## src/rtl/load_store_unit.sv

```systemverilog
// load_store_unit
// MEM-stage load/store translator between the EX/MEM pipeline register and a
// word-only data memory. Loads are read in a single cycle, then extended and
// registered. SW is a single-cycle write. The memory has no byte enables, so
// SB/SH are done as a two-cycle read-modify-write and stall the pipeline for
// one cycle.
//
// Ports:
//   clk, reset          rising-edge clock, synchronous active-high reset
//   req_load/req_store  MEM-stage access request
//   funct3              RV32I width/sign selector
//   addr, store_data    byte address and LSB-aligned store value
//   stall               combinational pipeline hold (SB/SH read cycle)
//   load_data/valid     registered, extended load result
//   fault, fault_addr   registered one-cycle pulse for misaligned/illegal access
//   mem_*               word-addressed data memory port
//
// State table:
//   IDLE   | accept and classify requests; loads, SW, and the RMW read phase
//   RMW_WR | write the merged word captured during the RMW read phase
module load_store_unit #(
   parameter int ADDR_W = 32,
   parameter int DATA_W = 32
) (
   input  logic              clk,
   input  logic              reset,
   input  logic              req_load,
   input  logic              req_store,
   input  logic [2:0]        funct3,
   input  logic [ADDR_W-1:0] addr,
   input  logic [DATA_W-1:0] store_data,
   output logic              stall,
   output logic [DATA_W-1:0] load_data,
   output logic              load_valid,
   output logic              fault,
   output logic [ADDR_W-1:0] fault_addr,
   output logic [ADDR_W-1:0] mem_address,
   output logic [DATA_W-1:0] mem_write_data,
   output logic              mem_write,
   output logic              mem_read,
   input  logic [DATA_W-1:0] mem_read_data
);

   localparam logic [0:0] IDLE   = 1'b0;
   localparam logic [0:0] RMW_WR = 1'b1;

   localparam logic [2:0] F3_B  = 3'd0;
   localparam logic [2:0] F3_H  = 3'd1;
   localparam logic [2:0] F3_W  = 3'd2;
   localparam logic [2:0] F3_BU = 3'd4;
   localparam logic [2:0] F3_HU = 3'd5;

   logic [0:0]        state;
   logic [0:0]        state_nxt;
   logic [DATA_W-1:0] merge_q;
   logic [DATA_W-1:0] merge_nxt;
   logic [DATA_W-1:0] load_ext;
   logic [ADDR_W-1:0] word_addr;
   logic [ADDR_W-1:0] word_addr_q;
   logic [7:0]        byte_lane;
   logic [15:0]       half_lane;
   logic              illegal;
   logic              misaligned;
   logic              active;
   logic              in_rmw;
   logic              bad;
   logic              do_fault;
   logic              do_load;
   logic              do_sw;
   logic              do_rmw;

   assign word_addr = {addr[ADDR_W-1:2], 2'b00};

   // Requests are only looked at in IDLE and never while reset is high.
   assign active = ~reset & (state == IDLE);
   assign in_rmw = ~reset & (state == RMW_WR);

   always_comb begin
      illegal = 1'b0;
      if (req_load && req_store) begin
         illegal = 1'b1;
      end else if (req_load) begin
         case (funct3)
            F3_B, F3_H, F3_W, F3_BU, F3_HU: illegal = 1'b0;
            default:                        illegal = 1'b1;
         endcase
      end else if (req_store) begin
         illegal = (funct3 > F3_W);
      end
   end

   // For stores, funct3 values above SW are already illegal, so the HU arm
   // only ever matters for loads.
   always_comb begin
      misaligned = 1'b0;
      case (funct3)
         F3_W:       misaligned = (addr[1:0] != 2'b00);
         F3_H, F3_HU: misaligned = addr[0];
         default:    misaligned = 1'b0;
      endcase
   end

   assign bad      = illegal | misaligned;
   assign do_fault = active & (req_load | req_store) & bad;
   assign do_load  = active & req_load & ~bad;
   assign do_sw    = active & req_store & ~bad & (funct3 == F3_W);
   assign do_rmw   = active & req_store & ~bad & (funct3 != F3_W);

   assign stall          = do_rmw;
   assign mem_read       = do_load | do_rmw;
   assign mem_write      = do_sw | in_rmw;
   assign mem_write_data = (state == RMW_WR) ? merge_q : store_data;
   assign mem_address    = (state == RMW_WR) ? word_addr_q : word_addr;

   always_comb begin
      byte_lane = mem_read_data[7:0];
      case (addr[1:0])
         2'd0: byte_lane = mem_read_data[7:0];
         2'd1: byte_lane = mem_read_data[15:8];
         2'd2: byte_lane = mem_read_data[23:16];
         2'd3: byte_lane = mem_read_data[31:24];
         default: byte_lane = mem_read_data[7:0];
      endcase
      half_lane = addr[1] ? mem_read_data[31:16] : mem_read_data[15:0];
   end

   always_comb begin
      load_ext = mem_read_data;
      case (funct3)
         F3_B:    load_ext = {{24{byte_lane[7]}}, byte_lane};
         F3_BU:   load_ext = {24'd0, byte_lane};
         F3_H:    load_ext = {{16{half_lane[15]}}, half_lane};
         F3_HU:   load_ext = {16'd0, half_lane};
         default: load_ext = mem_read_data;
      endcase
   end

   always_comb begin
      merge_nxt = mem_read_data;
      if (funct3 == F3_B) begin
         case (addr[1:0])
            2'd0: merge_nxt[7:0]   = store_data[7:0];
            2'd1: merge_nxt[15:8]  = store_data[7:0];
            2'd2: merge_nxt[23:16] = store_data[7:0];
            2'd3: merge_nxt[31:24] = store_data[7:0];
            default: merge_nxt = mem_read_data;
         endcase
      end else begin
         if (addr[1]) merge_nxt[31:16] = store_data[15:0];
         else         merge_nxt[15:0]  = store_data[15:0];
      end
   end

   // RMW_WR ignores the request lines: the pipeline still shows the same
   // store, which must not be issued a second time.
   always_comb begin
      state_nxt = state;
      case (state)
         IDLE:    state_nxt = do_rmw ? RMW_WR : IDLE;
         RMW_WR:  state_nxt = IDLE;
         default: state_nxt = IDLE;
      endcase
   end

   always_ff @(posedge clk) begin
      if (reset) begin
         state       <= IDLE;
         load_data   <= '0;
         load_valid  <= 1'b0;
         fault       <= 1'b0;
         fault_addr  <= '0;
         merge_q     <= '0;
         word_addr_q <= '0;
      end else begin
         state      <= state_nxt;
         load_valid <= do_load;
         fault      <= do_fault;
         if (do_load) begin
            load_data <= load_ext;
         end
         if (do_fault) begin
            fault_addr <= addr;
         end
         if (do_rmw) begin
            merge_q     <= merge_nxt;
            word_addr_q <= word_addr;
         end
      end
   end

endmodule
```

## config.mk

```make
export PLATFORM = sky130hd
export DESIGN_NAME = load_store_unit
export DESIGN_NICKNAME = d
export VERILOG_FILES = /design/src/rtl/load_store_unit.sv
export SDC_FILE = /design/constraint.sdc
export NUM_CORES = 1
export LEC_CHECK = 0
export CAP_MARGIN = 20
export CORE_MARGIN = 3
export CORE_UTILIZATION = 49
export CTS_CLUSTER_DIAMETER = 50
export DETAILED_ROUTE_END_ITERATION = 16
export MAX_ROUTING_LAYER = met4
export PLACE_DENSITY = 0.95
export SLEW_MARGIN = 0
export SYNTH_ARGS = -nofsm -noshare
export SYNTH_HDL_FRONTEND = slang
export SYNTH_SLANG_ARGS = --single-unit
```

## constraint.sdc

```tcl
create_clock -name clk -period 4.75 [get_ports clk]
set_clock_uncertainty 0.2 [all_clocks]
set_input_delay 0.475 -clock clk [delete_from_list [all_inputs] [get_ports clk]]
set_output_delay 0.475 -clock clk [all_outputs]
set_load 0.05 [all_outputs]
```

### Word level (Yosys, flattened, before mapping)

Index checks and enable logic that the tools add are counted.

* word-level logic and storage cells: 58
* output and inout port bits: 133
* bits of input ports: 103
* flip-flop bits (word level): 129

* bitwise logic cells: 17
* muxes and demuxes: 19
* reduce and logical (&&, ||, !) cells: 6
* equal/unequal tests: 8
* magnitude comparators: 1

Operators by type and width (count)
* $pmux W32 S4: 1
* $mux W32: 3
* $mux W16: 3
* $mux W8: 4
* $pmux W8 S4: 1
* $and A1 B1 Y1: 10
* $eq A3 B3 Y1 const B: 2
* $mux W1: 5
* $reduce_or A5 Y1: 1
* $eq A2 B2 Y1 const B: 2
* $or A1 B1 Y1: 4
* $pmux W1 S2: 2
* $eq A3 B1 Y1 const B: 1
* $eq A3 B2 Y1 const B: 1
* $gt A3 B2 Y1 const B: 1
* $logic_not A3 Y1: 1
* $ne A3 B2 Y1 const B: 1
* $not A1 Y1: 3
* $eq A2 B1 Y1 const B: 1
* $logic_not A2 Y1: 1
* $reduce_bool A2 Y1: 1
* $reduce_or A2 Y1: 1
* $logic_and A1 B1 Y1: 1

### Logic depth before layout (Yosys ltp)

Gate-level depths: netlist of run 1.

* word-level depth: 11
* depth in mapped cells: 7
* gate-level depth less buffers: 4

### Worst setup path before layout of run 1

Ideal clock, no wire load.

* path type: input -> output
* start point: input funct3[0]
* end point: output mem_write
* path buffers: 3
* path slack: 1.787 ns
* stages on the path: 7
* data arrival time: 2.288 ns
* data required time: 4.075 ns
* cells stage by stage: buf_2 mux2_2 o22ai_1 buf_2 buf_2 a41oi_1 nor2_1

* word-level cells in the longest chain between the ends: 10
* elaborated cells on any way between the ends: 18
* classes of those cells: order compare: 1; eq/ne: 4; mux: 5; bitwise: 5; reduce/logical: 3

Ends and longest elaborated chain
* start, declared: line 29 `input logic [2:0] funct3,`
* $eq A3 B2 Y1, or another cell as far along: line 83, 96, 106
* $reduce_or A5 Y1: line 83 `case (funct3)`
* $mux W1: line 83
* $mux W1: line 82 `end else if (req_load) begin`
* $mux W1: line 80 `if (req_load && req_store) begin`
* $or A1 B1 Y1: line 103 `assign bad = illegal | misaligned;`
* $not A1 Y1: line 106 `assign do_sw = active & req_store & ~bad & (funct3 == F3_W);`
* $and A1 B1 Y1: line 106
* $and A1 B1 Y1 *: line 106
* $or A1 B1 Y1 *: line 111 `assign mem_write = do_sw | in_rmw;`
* end, declared: line 39 `output logic mem_write,`

Every way passes the cells marked *; elsewhere a longest branch is shown, timed or not.

### Worst setup path in the final report of run 1

* start point: input funct3[0]
* end point: output mem_read

* word-level cells in the longest chain between the ends: 10
* elaborated cells on any way between the ends: 20
* classes of those cells: order compare: 1; eq/ne: 5; mux: 5; bitwise: 6; reduce/logical: 3

Ends and longest elaborated chain
* $eq A3 B2 Y1, or another cell as far along: line 83, 96
* $reduce_or A5 Y1: line 83
* $mux W1: line 83
* $mux W1: line 82
* $mux W1: line 80
* $or A1 B1 Y1: line 103
* $not A1 Y1: line 105, 107
* $and A1 B1 Y1 (2 in a row): line 107 `assign do_rmw = active & req_store & ~bad & (funct3 != F3_W);`
* $or A1 B1 Y1 *: line 110 `assign mem_read = do_load | do_rmw;`
* end, declared: line 40 `output logic mem_read,`

Marked as above.

==> summary.md, run 1 <==
Dividing total power by cell area gives a power density of 350 nW/um2. Setup repair after global routing left no endpoint under its margin. The wire-length estimate of the detail-placed layout is 15.9 mm.

In the routed layout, each cell is associated on average with a via count of 6.11. Data arrives at the worst endpoint at 3000 ps. Number of hold-repair buffers added at the cts stage: 0. Post-CTS timing repair inserted 0 buffers for setup.

TritonCTS built the clock tree. The combined area of all synthesized cells was 6740 um2; the count of port buffers added during placement was 233. The warning count from the yosys run is 0. The number of buffers and inverters on the critical path is 3. The max-slew violation count was 0. Once the clock tree was built, the resizer swapped 0 gates to a different size.

Portion of the clock cycle consumed by the worst path in the final layout: 0.773. The final weighted congestion in routability-driven placement was 0.982; the die width was 123 um. Yosys attributes the largest share of cell area to sky130_fd_sc_hd__dfxtp_1, sky130_fd_sc_hd__mux2_2, sky130_fd_sc_hd__a21oi_1, sky130_fd_sc_hd__mux2_4, sky130_fd_sc_hd__a311oi_1.

The clock input transition at the sequential cells of the worst setup and hold paths is 60 ps. The flow ran to the end, and the final reports show no timing, DRC or antenna violations. The routed layout has 6759 vias.

The clock reaches the later pin of the worst-skew pair after 400 ps. In this design, the stage delay of the slowest critical-path cell is 680 ps. For this run, the top clock speed supported by timing is 272 MHz. Dividing the synthesized area by the synthesized cell count gives 9.29 um2.

Hold violation count in the final report: 0. At the pin with the least slew margin, the transition time is 1010 ps. The run gives 6501 as the via count of the first global-routing pass. The tree is rooted in a sky130_fd_sc_hd__clkbuf_16.

Compared with the post-synthesis result, the final layout area differs by 44.2%. Max-cap check violation count: 0. The async set-reset flop share out of synthesis is 0.

In the synthesized netlist the dominant register cell turns out to be sky130_fd_sc_hd__dfxtp_1. STA classifies the critical path endpoint as an output pin. The H-tree was split into 4 levels. The flip-flop and latch count after synthesis is 129. For this design, the sink count on the clock tree is 129. The required time at the endpoint of the critical path came out at 4070 ps. The minimum setup slack in the final design was 1080 ps; the maximum clock insertion buffer count was 2. Wires add up to 22.8 mm. Timing analysis after detailed placement gives a worst setup slack of 1060 ps. Layout cell share with drive strength beyond 1: 0.165.

Pin placement for this block handled 236 I/O pins. After detailed routing, the number of remaining DRC violations is 0. For this run, the post-layout net count is 1020. The tightest min-delay check is of the flop to flop type. Entering global routing, the biggest net connects 94 pins. The maximum fanout encountered on the critical timing path was 29.

The cell family with the largest share of critical-path delay was buffers and inverters. The critical path goes through clkdlybuf4s50_1 > nor3b_1 > o22a_1 > buf_4 > a21oi_1 > buf_12. The number of different library cells used by synthesis comes to 47. Across the VDD grid, the largest voltage drop is 0.228 mV. The worst path in the final design needs a cycle of 3670 ps, including I/O delays and setup. The critical path class was input port to output pin.

The tools report the number of detailed-route iterations in the first pass as 5. Summed over all instances, the cell type with the most area after synthesis is sky130_fd_sc_hd__dfxtp_1. The worst max-slew margin expressed relative to the limit came out at 0.324. For the residual overflow from global routing, the log shows 0. The area share of the largest cell type after synthesis was 0.383. The first global-routing pass estimated 35.1 mm of wire.

In the synthesized netlist, the number of instances is 726. The tools report the startpoint class of the critical path as an input port. Number of enable flip-flop cells after synthesis: 0. The detailed router finished its first iteration with 634 violations. In this run the vertical extent of the chip is 123 um. The count of nets left with antenna violations once routing finished came out at 0. The core region is 13300 um2. The post-detailed-route wirelength per cell is 20.6 um.

The worst-path cell with the longest stage delay is sky130_fd_sc_hd__clkdlybuf4s50_1. The total global-route track usage is 0.301. The number of placement rows came out at 42. The tools report the initial antenna violation count as 0. The run gives 0.505 as the starting density of the core. Setup violations remaining at the end of the flow were counted as 0. For this design the static power due to leakage is 0.00346 uW.

Adding up every negative setup slack in the final design gives 0 ps. The diode insertion count for antenna repair was 0; the proportion of synthesized chip area in sequential cells was 0.383. The logs give 15200 um2 for the full die area and 17 for the number of CTS-inserted buffers.
## layout make-up
type,instances,area (um2)
Clock inverter,12,183
Timing Repair Buffer,247,2460
Clock buffer,20,457
Multi-Input combinational cell,518,3800
Fill cell,947,3630
Tap cell,176,220
Sequential cell,129,2580
Inverter,4,15.0
## metal layers
layer	wire, um	vias to the layer above	track usage
li1	-	3077	-
met1	8940	3167	0.356
met2	10700	423	0.479
met3	2140	92	0.0737
met4	1060	0	0.148
met5	0	-	-
## layout by cell type (no fill, tap or decap), types with 15 or more instances in the layout
cell,instances
sky130_fd_sc_hd__a21oi_1,101
sky130_fd_sc_hd__nand3_1,30
sky130_fd_sc_hd__a22o_1,15
sky130_fd_sc_hd__mux2_2,67
sky130_fd_sc_hd__dfxtp_1,128
sky130_fd_sc_hd__clkdlybuf4s50_1,229
sky130_fd_sc_hd__a211oi_1,31
sky130_fd_sc_hd__nand2_1,64
sky130_fd_sc_hd__a311oi_1,31
sky130_fd_sc_hd__mux2i_1,17
sky130_fd_sc_hd__nor2b_1,36
sky130_fd_sc_hd__o21ai_0,39
sky130_fd_sc_hd__clkbuf_16,17
sky130_fd_sc_hd__buf_4,15
sky130_fd_sc_hd__mux2_4,20
## sequential cells by signal, indices dropped and copies added (netlist names)
signal and cells:
fault_addr 32, load_data 32, merge_q 32, word_addr_q 30, fault 1, load_valid 1, state 1
## power by group
part / internal (uW) / switching, uW / leakage [uW]
Clock: 909 / 493 / 0.000302
Sequential: 1130 / 27.5 / 0.00105
Combinational: 327 / 516 / 0.00211
Total: 2370 / 1040 / 0.00346
## worst min-delay path: stages (launching register included)
cell	delay, ps
sky130_fd_sc_hd__dfxtp_1	300
sky130_fd_sc_hd__o21ai_0	60
sky130_fd_sc_hd__a21oi_1	60
## through the flow
step           instances   util  hold slack, ps  power, uW  cell area [um2]
4_1_cts             1106  0.728             274       3410             9720
3_5_place_dp        1074  0.680             265       2020             9080
3_3_place_gp        1074  0.680             257       2000             9080
6_report            1106  0.728             273       3410             9720
2_1_floorplan        727      -             250       1710             6750
5_1_grt             1106  0.728             295       3500             9720
## cell usage after synthesis, types with 2 or more instances
| cell | n |
|---|---|
| sky130_fd_sc_hd__nor2_1 | 5 |
| sky130_fd_sc_hd__a211oi_2 | 2 |
| sky130_fd_sc_hd__o21ai_2 | 2 |
| sky130_fd_sc_hd__buf_1 | 7 |
| sky130_fd_sc_hd__a21oi_1 | 101 |
| sky130_fd_sc_hd__mux2_4 | 20 |
| sky130_fd_sc_hd__nor2b_1 | 36 |
| sky130_fd_sc_hd__o22a_1 | 8 |
| sky130_fd_sc_hd__nor4bb_1 | 7 |
| sky130_fd_sc_hd__buf_6 | 6 |
| sky130_fd_sc_hd__mux2i_1 | 17 |
| sky130_fd_sc_hd__a22o_1 | 15 |
| sky130_fd_sc_hd__o21ai_0 | 39 |
| sky130_fd_sc_hd__a22oi_1 | 8 |
| sky130_fd_sc_hd__inv_1 | 3 |
| sky130_fd_sc_hd__nand2b_1 | 5 |
| sky130_fd_sc_hd__buf_2 | 21 |
| sky130_fd_sc_hd__clkbuf_1 | 37 |
| sky130_fd_sc_hd__a211oi_1 | 31 |
| sky130_fd_sc_hd__nand3_1 | 30 |
| sky130_fd_sc_hd__o22ai_1 | 2 |
| sky130_fd_sc_hd__dfxtp_1 | 129 |
| sky130_fd_sc_hd__a311oi_1 | 31 |
| sky130_fd_sc_hd__mux2_2 | 67 |
| sky130_fd_sc_hd__a2111oi_0 | 2 |
| sky130_fd_sc_hd__nand2_1 | 64 |
| sky130_fd_sc_hd__mux2_1 | 7 |
| sky130_fd_sc_hd__buf_4 | 5 |
## cells by family after synthesis
kind of cell	Yosys count	share of synthesized area
flip-flops	129	0.383
other	1	0.000556
AND/OR/NAND/NOR	159	0.126
multiplexers	112	0.197
AO/OA/AOI/OAI	245	0.235
buffers and inverters	80	0.0579
## path summary, 6_finish.rpt
check / start / end / slack, ps / cells past startpoint
hold / removal: word_addr_q[8]$_SDFFE_PP0P_ / word_addr_q[8]$_SDFFE_PP0P_ / 270 / 2
setup reg to reg: state$_SDFF_PN0_ / load_data[23]$_SDFFE_PP0P_ / 1900 / 4
setup / recovery: funct3[0] / mem_read / 1080 / 6
hold reg to reg: word_addr_q[8]$_SDFFE_PP0P_ / word_addr_q[8]$_SDFFE_PP0P_ / 270 / 2
Power figures use the tool's default switching activity.
==> run 2, diff against run 1 <==
--- a/config.mk
+++ b/config.mk
@@ -7,11 +7,11 @@
 export LEC_CHECK = 0
 export CAP_MARGIN = 20
 export CORE_MARGIN = 3
-export CORE_UTILIZATION = 49
+export CORE_UTILIZATION = 46
 export CTS_CLUSTER_DIAMETER = 50
 export DETAILED_ROUTE_END_ITERATION = 16
 export MAX_ROUTING_LAYER = met4
-export PLACE_DENSITY = 0.95
+export PLACE_DENSITY = 0.9
 export SLEW_MARGIN = 0
 export SYNTH_ARGS = -nofsm -noshare
 export SYNTH_HDL_FRONTEND = slang
==> constraint.sdc (replaced) <==
create_clock -name clk -period 3.8 [get_ports clk]
set_clock_uncertainty 0.2 [all_clocks]
set_input_delay 0.38 -clock clk [delete_from_list [all_inputs] [get_ports clk]]
set_output_delay 0.38 -clock clk [all_outputs]
set_load 0.05 [all_outputs]
==> summary.md, run 2 (synthesis results as in run 1) <==
The run finished with clean final reports. The diode insertion count for antenna repair is 0 (unchanged). The via-per-instance ratio is 6.04 (-1.1%), and the maximum clock insertion buffer count is 2 (unchanged).

The hold violation count in the final report is 0 (unchanged). The post-detailed-placement half-perimeter wirelength came out at 15.8 mm (-0.32%). Count of port buffers added during placement: 233 (unchanged). The tools report the initial antenna violation count as 0 (unchanged). The worst hold path begins at reset. For the worst max-slew margin expressed relative to the limit, the log shows 0.348 (+0.0243). The tools report the via count of the first global-routing pass as 6478 (-0.35%). The run gives 0 (unchanged) as the DRC violation count after routing. Setup repair after global routing left no endpoint under its margin. The run gives 0 (unchanged) as the number of routed nets with antenna violations. For the number of detailed-route iterations in the first pass, the log shows 5 (unchanged). Relative to the synthesized area, the layout overhead comes to 44.6%. The largest registers in the layout are fault_addr: 32 flops, load_data: 32 flops, merge_q: 32 flops.

The tools report the wire length on met1 as 9.35 mm (+4.5%). The logs give 22.8 mm (-0.29%) for the overall routed net length and 236 (unchanged) for the I/O pin count. The worst-skew pair later-pin latency is 410 ps (about the same), and the count of buffers added by post-CTS timing repair for setup is 0 (unchanged). For the number of sinks on the clock net, the log shows 129 (unchanged). The number of hold-repair buffers added at the cts stage is 0 (unchanged). The max-cap check violation count came out at 0 (unchanged). For the final weighted congestion in routability-driven placement, the log shows 0.989 (+0.71%).

The run gives 0.00347 uW (+0.34%) as the leakage power summed over all cells. The deepest level of the CTS H-tree was 4 (unchanged); the DRC marker count from the first detailed-route iteration was 816 (+29%). The top routing layer in use was met4. The length of routed met3 wiring came out at 2.11 mm (-1.2%). For the total of endpoints with negative setup slack in the final report, the log shows 0 (unchanged). The library cells used most frequently in the layout, excluding fill and tap cells, are sky130_fd_sc_hd__clkdlybuf4s50_1, sky130_fd_sc_hd__dfxtp_1, sky130_fd_sc_hd__a21oi_1, sky130_fd_sc_hd__mux2_2, sky130_fd_sc_hd__nand2_1. The number of vias after detailed routing was 6727 (-0.47%). The number of placement rows was 43 (+2.4%); the post-detailed-route wirelength per cell was 20.5 um (-0.92%). The worst setup path is of the flop to output pin kind. Register-to-register path setup slack: 1070 ps (-830 ps).

The clock tree root buffer cell was sky130_fd_sc_hd__clkbuf_16. In this run the critical register-to-register path is launched from state$_SDFF_PN0_. The clock input transition at the sequential cells of the worst setup and hold paths was 50 ps (about the same). The smallest clock period supported by the final layout is computed as 3310 ps. Most common library cell in the layout ignoring fill and taps: sky130_fd_sc_hd__clkdlybuf4s50_1. The full die area is 16100 um2 (+6.2%). The tools report the max-slew violation count as 0 (unchanged). The die width works out to 127 um (+3.1%). The tools report the starting density of the core as 0.478 (-0.0268). The logs give 2730 ps (-270 ps) for the arrival time at the worst endpoint and 35.6 mm (+1.6%) for the wire length of the first global-routing pass. The maximum clock frequency was 302 MHz. The power per unit of standard cell area was 429 nW/um2 (+22%); the number of nets in the layout was 1024 (+0.39%). Worst-case vdd ir drop: 0.327 mV (+43%).

The portion of the clock cycle consumed by the worst path in the final layout works out to 0.872. The run gives 14100 um2 (+5.6%) as the core area. The maximum fanout encountered on the critical timing path is 33 (+14%), and the slew at the pin closest to its max-slew limit is 978 ps (-36.5 ps). The startpoint class of the critical path was a flop. The pin count of the biggest net entering global routing was 92 (-2.1%). The residual overflow from global routing came out at 0 (unchanged). TritonCTS built the clock tree. Number of gates resized after cts: 0 (unchanged).

The tightest min-delay check is of the input port to flop type. The final-layout setup total negative slack was 0 ps (unchanged); the layout cell share with drive strength beyond 1 was 0.166 (+0.00161). STA classifies the critical path endpoint as an output pin. The run gives 10.5 mm (-1.5%) as the routed length on met2. The run gives 0.691 (-0.0368) as the core occupancy in the finished layout. Tracing the worst setup path back leads to its startpoint at state$_SDFF_PN0_. Number of CTS-inserted buffers: 17 (unchanged).

The total global-route track usage was 0.285 (-0.0158). Required time at the endpoint of the critical path: 3220 ps (-850 ps). The vertical die dimension was 127 um (+3.1%).
## run 2: worst max-delay path, stage by stage (launching register included)
cell	delay [ps]
sky130_fd_sc_hd__dfxtp_2	910
sky130_fd_sc_hd__buf_12	290
sky130_fd_sc_hd__mux2_2	370
sky130_fd_sc_hd__clkdlybuf4s50_1	710
## run 2: cell type report
type                       count  area [um2]
sequential                   129        2580
clock buffer                  22         474
clock inverter                 9         131
inverter                       4        15.0
multi-input combinational    518        3800
tap                          180         225
timing repair buffer         251        2520
fill                        1037        4350
## run 2: routing by layer
| metal | global-route usage | up-vias |
|---|---|---|
| met5 | - | - |
| met4 | 0.121 | 0 |
| met3 | 0.0560 | 62 |
| met2 | 0.441 | 442 |
| met1 | 0.366 | 3142 |
| li1 | - | 3081 |
## run 2: stage by stage
stage / setup slack, ps / total power (uW) / hold slack (ps) / std cells / area (um2)
4_1_cts: 471 / 4190 / 189 / 1113 / 9750
6_report: 486 / 4180 / 204 / 1113 / 9750
3_5_place_dp: 626 / 2520 / 263 / 1082 / 9140
3_3_place_gp: 666 / 2510 / 257 / 1081 / 9120
5_1_grt: 406 / 4300 / 207 / 1113 / 9750
2_1_floorplan: 1030 / 2130 / 250 / 727 / 6750
## run 2: power by group
| group | switching (uW) | internal [uW] | total (uW) | leakage, uW |
|---|---|---|---|---|
| clock network | 598 | 1080 | 1680 | 0.000288 |
| registers | 33.9 | 1420 | 1450 | 0.00105 |
| logic | 641 | 413 | 1050 | 0.00213 |
## run 2: final timing paths
check	endpoint	cells past startpoint
setup / recovery	mem_write_data[16]	3
hold / removal	word_addr_q[20]$_SDFFE_PP0P_	2
setup reg to reg	merge_q[7]$_SDFFE_PP0P_	5
hold reg to reg	word_addr_q[4]$_SDFFE_PP0P_	2
==> run 3, diff against run 2 <==
--- a/config.mk
+++ b/config.mk
@@ -6,12 +6,14 @@
 export NUM_CORES = 1
 export LEC_CHECK = 0
 export CAP_MARGIN = 20
+export CELL_PAD_IN_SITES_DETAIL_PLACEMENT = 1
+export CELL_PAD_IN_SITES_GLOBAL_PLACEMENT = 1
 export CORE_MARGIN = 3
-export CORE_UTILIZATION = 46
+export CORE_UTILIZATION = 34
 export CTS_CLUSTER_DIAMETER = 50
 export DETAILED_ROUTE_END_ITERATION = 16
 export MAX_ROUTING_LAYER = met4
-export PLACE_DENSITY = 0.9
+export PLACE_DENSITY = 0.91
 export SLEW_MARGIN = 0
 export SYNTH_ARGS = -nofsm -noshare
 export SYNTH_HDL_FRONTEND = slang
==> summary.md, run 3 (synthesis results as in run 1) <==
The run finished with clean final reports. The number of placed instances, taps included was 1163 (+7.5%); the overall routed net length was 26.6 mm (+17%). The DRC marker count from the first detailed-route iteration is 298 (-63%), and the via-per-instance ratio is 5.57 (-7.9%). The deepest level of the CTS H-tree was 4 (unchanged); the arrival time at the worst endpoint was 2690 ps (-40 ps). The logs give 0 (unchanged) for the residual overflow from global routing and 0 (unchanged) for the total of endpoints with negative setup slack in the final report.

The DRC violation count after routing is 0 (unchanged). The power per unit of standard cell area is 418 nW/um2 (-2.5%), and the number of nets in the layout is 1025 (+0.098%). For the number of placement rows, the log shows 50 (+16%). The library cells used most frequently in the layout, excluding fill and tap cells, are sky130_fd_sc_hd__clkdlybuf4s50_1, sky130_fd_sc_hd__dfxtp_1, sky130_fd_sc_hd__a21oi_1, sky130_fd_sc_hd__mux2_2, sky130_fd_sc_hd__nand2_1. The area of the multi-input gates is 3800 um2 (unchanged), and the wire length of the first global-routing pass is 40.8 mm (+15%). The tools report the clock tree root buffer cell as sky130_fd_sc_hd__clkbuf_16. The number of cells on the worst hold path came out at 3 (+1). The maximum fanout encountered on the critical timing path works out to 32 (-3.0%). The register-to-register path setup slack is 1140 ps (+70 ps), and the post-detailed-placement half-perimeter wirelength is 19.2 mm (+21%). The final-layout setup total negative slack is 0 ps (unchanged). The post-detailed-route wirelength per cell works out to 22.3 um (+8.9%). The run gives 0.238 mV (-27%) as the worst-case vdd ir drop. From synthesis to final layout, the design area changed by 45.1%.

The number of cells in the finished layout apart from fillers is 1196 (+7.5%). The path depth of the worst reg2reg path was 5 (unchanged); the final weighted congestion in routability-driven placement was 0.841 (-15%). The count of port buffers added during placement is 233 (unchanged).

The maximum clock insertion buffer count came out at 2 (unchanged). Setup repair after global routing left no endpoint under its margin. The final period demand of the worst path is 3270 ps (-48.1 ps).

The tools report the max-cap check violation count as 0 (unchanged). The portion of the clock cycle consumed by the worst path in the final layout is 0.860 (-0.0127). For hold timing, the worst endpoint is load_data[1]$_SDFFE_PP0P_.

The number of inserted filler cells in the final layout is 2140 (+110%), and the footprint of the flip-flops and latches is 2580 um2 (unchanged). The number of detailed-route iterations in the first pass is 4 (-1). TritonCTS built the clock tree. The largest registers in the layout are fault_addr: 32 flops, load_data: 32 flops, merge_q: 32 flops. For the worst max-slew margin expressed relative to the limit, the log shows 0.459 (+0.111).

The logs give 17 (unchanged) for the number of CTS-inserted buffers and 0.353 (-0.125) for the starting density of the core. Max-slew violation count: 0 (unchanged). The die width was 147 um (+16%); the full die area was 21600 um2 (+34%). In this run the critical register-to-register path is launched from state$_SDFF_PN0_. The critical path in this run is classified as input port to output pin. For the required time at the endpoint of the critical path, the log shows 3220 ps (about the same).

Clock input transition at the sequential cells of the worst setup and hold paths: 50 ps (about the same). Via count of the first global-routing pass: 6949 (+7.3%). For the I/O pin count, the log shows 236 (unchanged). The worst setup path is launched from an input port. The hold violation count in the final report was 0 (unchanged); the initial antenna violation count was 1 (+1). The most common library cell in the layout ignoring fill and taps is sky130_fd_sc_hd__clkdlybuf4s50_1. The number of vias after detailed routing came out at 6658 (-1.0%). The vertical die dimension was 147 um (+16%). The maximum clock frequency was 306 MHz (+1.5%). The worst setup path is captured at an output pin.

Pin count of the biggest net entering global routing: 72 (-22%). The worst slack on hold paths is 189 ps (-15.0 ps), and the number of sinks on the clock net is 129 (unchanged). For the number of routed nets with antenna violations, the log shows 0 (unchanged). The count of buffers added by post-CTS timing repair for setup came out at 0 (unchanged). The number of hold-repair buffers added at the cts stage is 0 (unchanged), and the slew at the pin closest to its max-slew limit is 812 ps (-166 ps). For the number of gates resized after cts, the log shows 0 (unchanged). For the worst-skew pair later-pin latency, the log shows 410 ps (about the same). The leakage power summed over all cells came out at 0.00345 uW (-0.78%). The worst hold-check path type is input port to flop. The endpoint identified for the worst register-to-register timing path is merge_q[13]$_SDFFE_PP0P_. The origin of the worst min-delay path was funct3[1].

The total global-route track usage came out at 0.245 (-0.0398). The core area is 19100 um2 (+35%), and the layout cell share with drive strength beyond 1 is 0.168 (+0.00178).
## run 3: report_power, final
part	switching (uW)	leakage [uW]	internal, uW	total (uW)
registers	34.6	0.00105	1420	1450
logic	660	0.00213	411	1070
clock network	621	0.000261	947	1570
## run 3: layer usage
metal,vias to the layer above,GRT usage,routed length [um],part of all wire
met2,278,0.414,13300,0.50
met4,0,0.0743,571,0.021
met3,48,0.0503,1650,0.062
li1,3084,-,-,-
met1,3248,0.296,11100,0.42
met5,-,-,0,0
## run 3: worst max path at each step
stage	slack, ps	depth (start not counted)	end	start
detailed placement	510	6	merge_q[13]$_SDFFE_PP0P_	funct3[0]
global placement	650	6	merge_q[30]$_SDFFE_PP0P_	funct3[0]
finish	530	6	mem_read	funct3[0]
global route	410	6	mem_read	funct3[0]
floorplan	1030	7	mem_write	funct3[0]
CTS	530	6	mem_read	funct3[0]
## run 3: worst max-delay path, stage by stage
cell,delay [ps]
sky130_fd_sc_hd__clkdlybuf4s50_1,590
sky130_fd_sc_hd__nor3b_1,540
sky130_fd_sc_hd__o22a_1,460
sky130_fd_sc_hd__buf_4,380
sky130_fd_sc_hd__a21oi_1,150
sky130_fd_sc_hd__buf_12,180
## run 3: metrics by stage
step	worst slack [ps]	power, uW	cell area (um2)	util
2_1_floorplan	1030	2130	6750	-
3_3_place_gp	652	2530	9220	0.483
3_5_place_dp	510	2550	9220	0.483
4_1_cts	534	4120	9780	0.513
5_1_grt	414	4250	9780	0.513
6_report	534	4090	9780	0.513
## run 3: area by class of cell
| type | instances | share of cell area |
|---|---|---|
| diodes | 1 | 0.000256 |
| clock buffers | 23 | 0.0489 |
| clock inverters | 9 | 0.00844 |
| inverters | 4 | 0.00153 |
| multi-input cells | 518 | 0.388 |
| flip-flops and latches | 129 | 0.264 |
| well taps | 260 | 0.0333 |
| repair buffers | 252 | 0.255 |
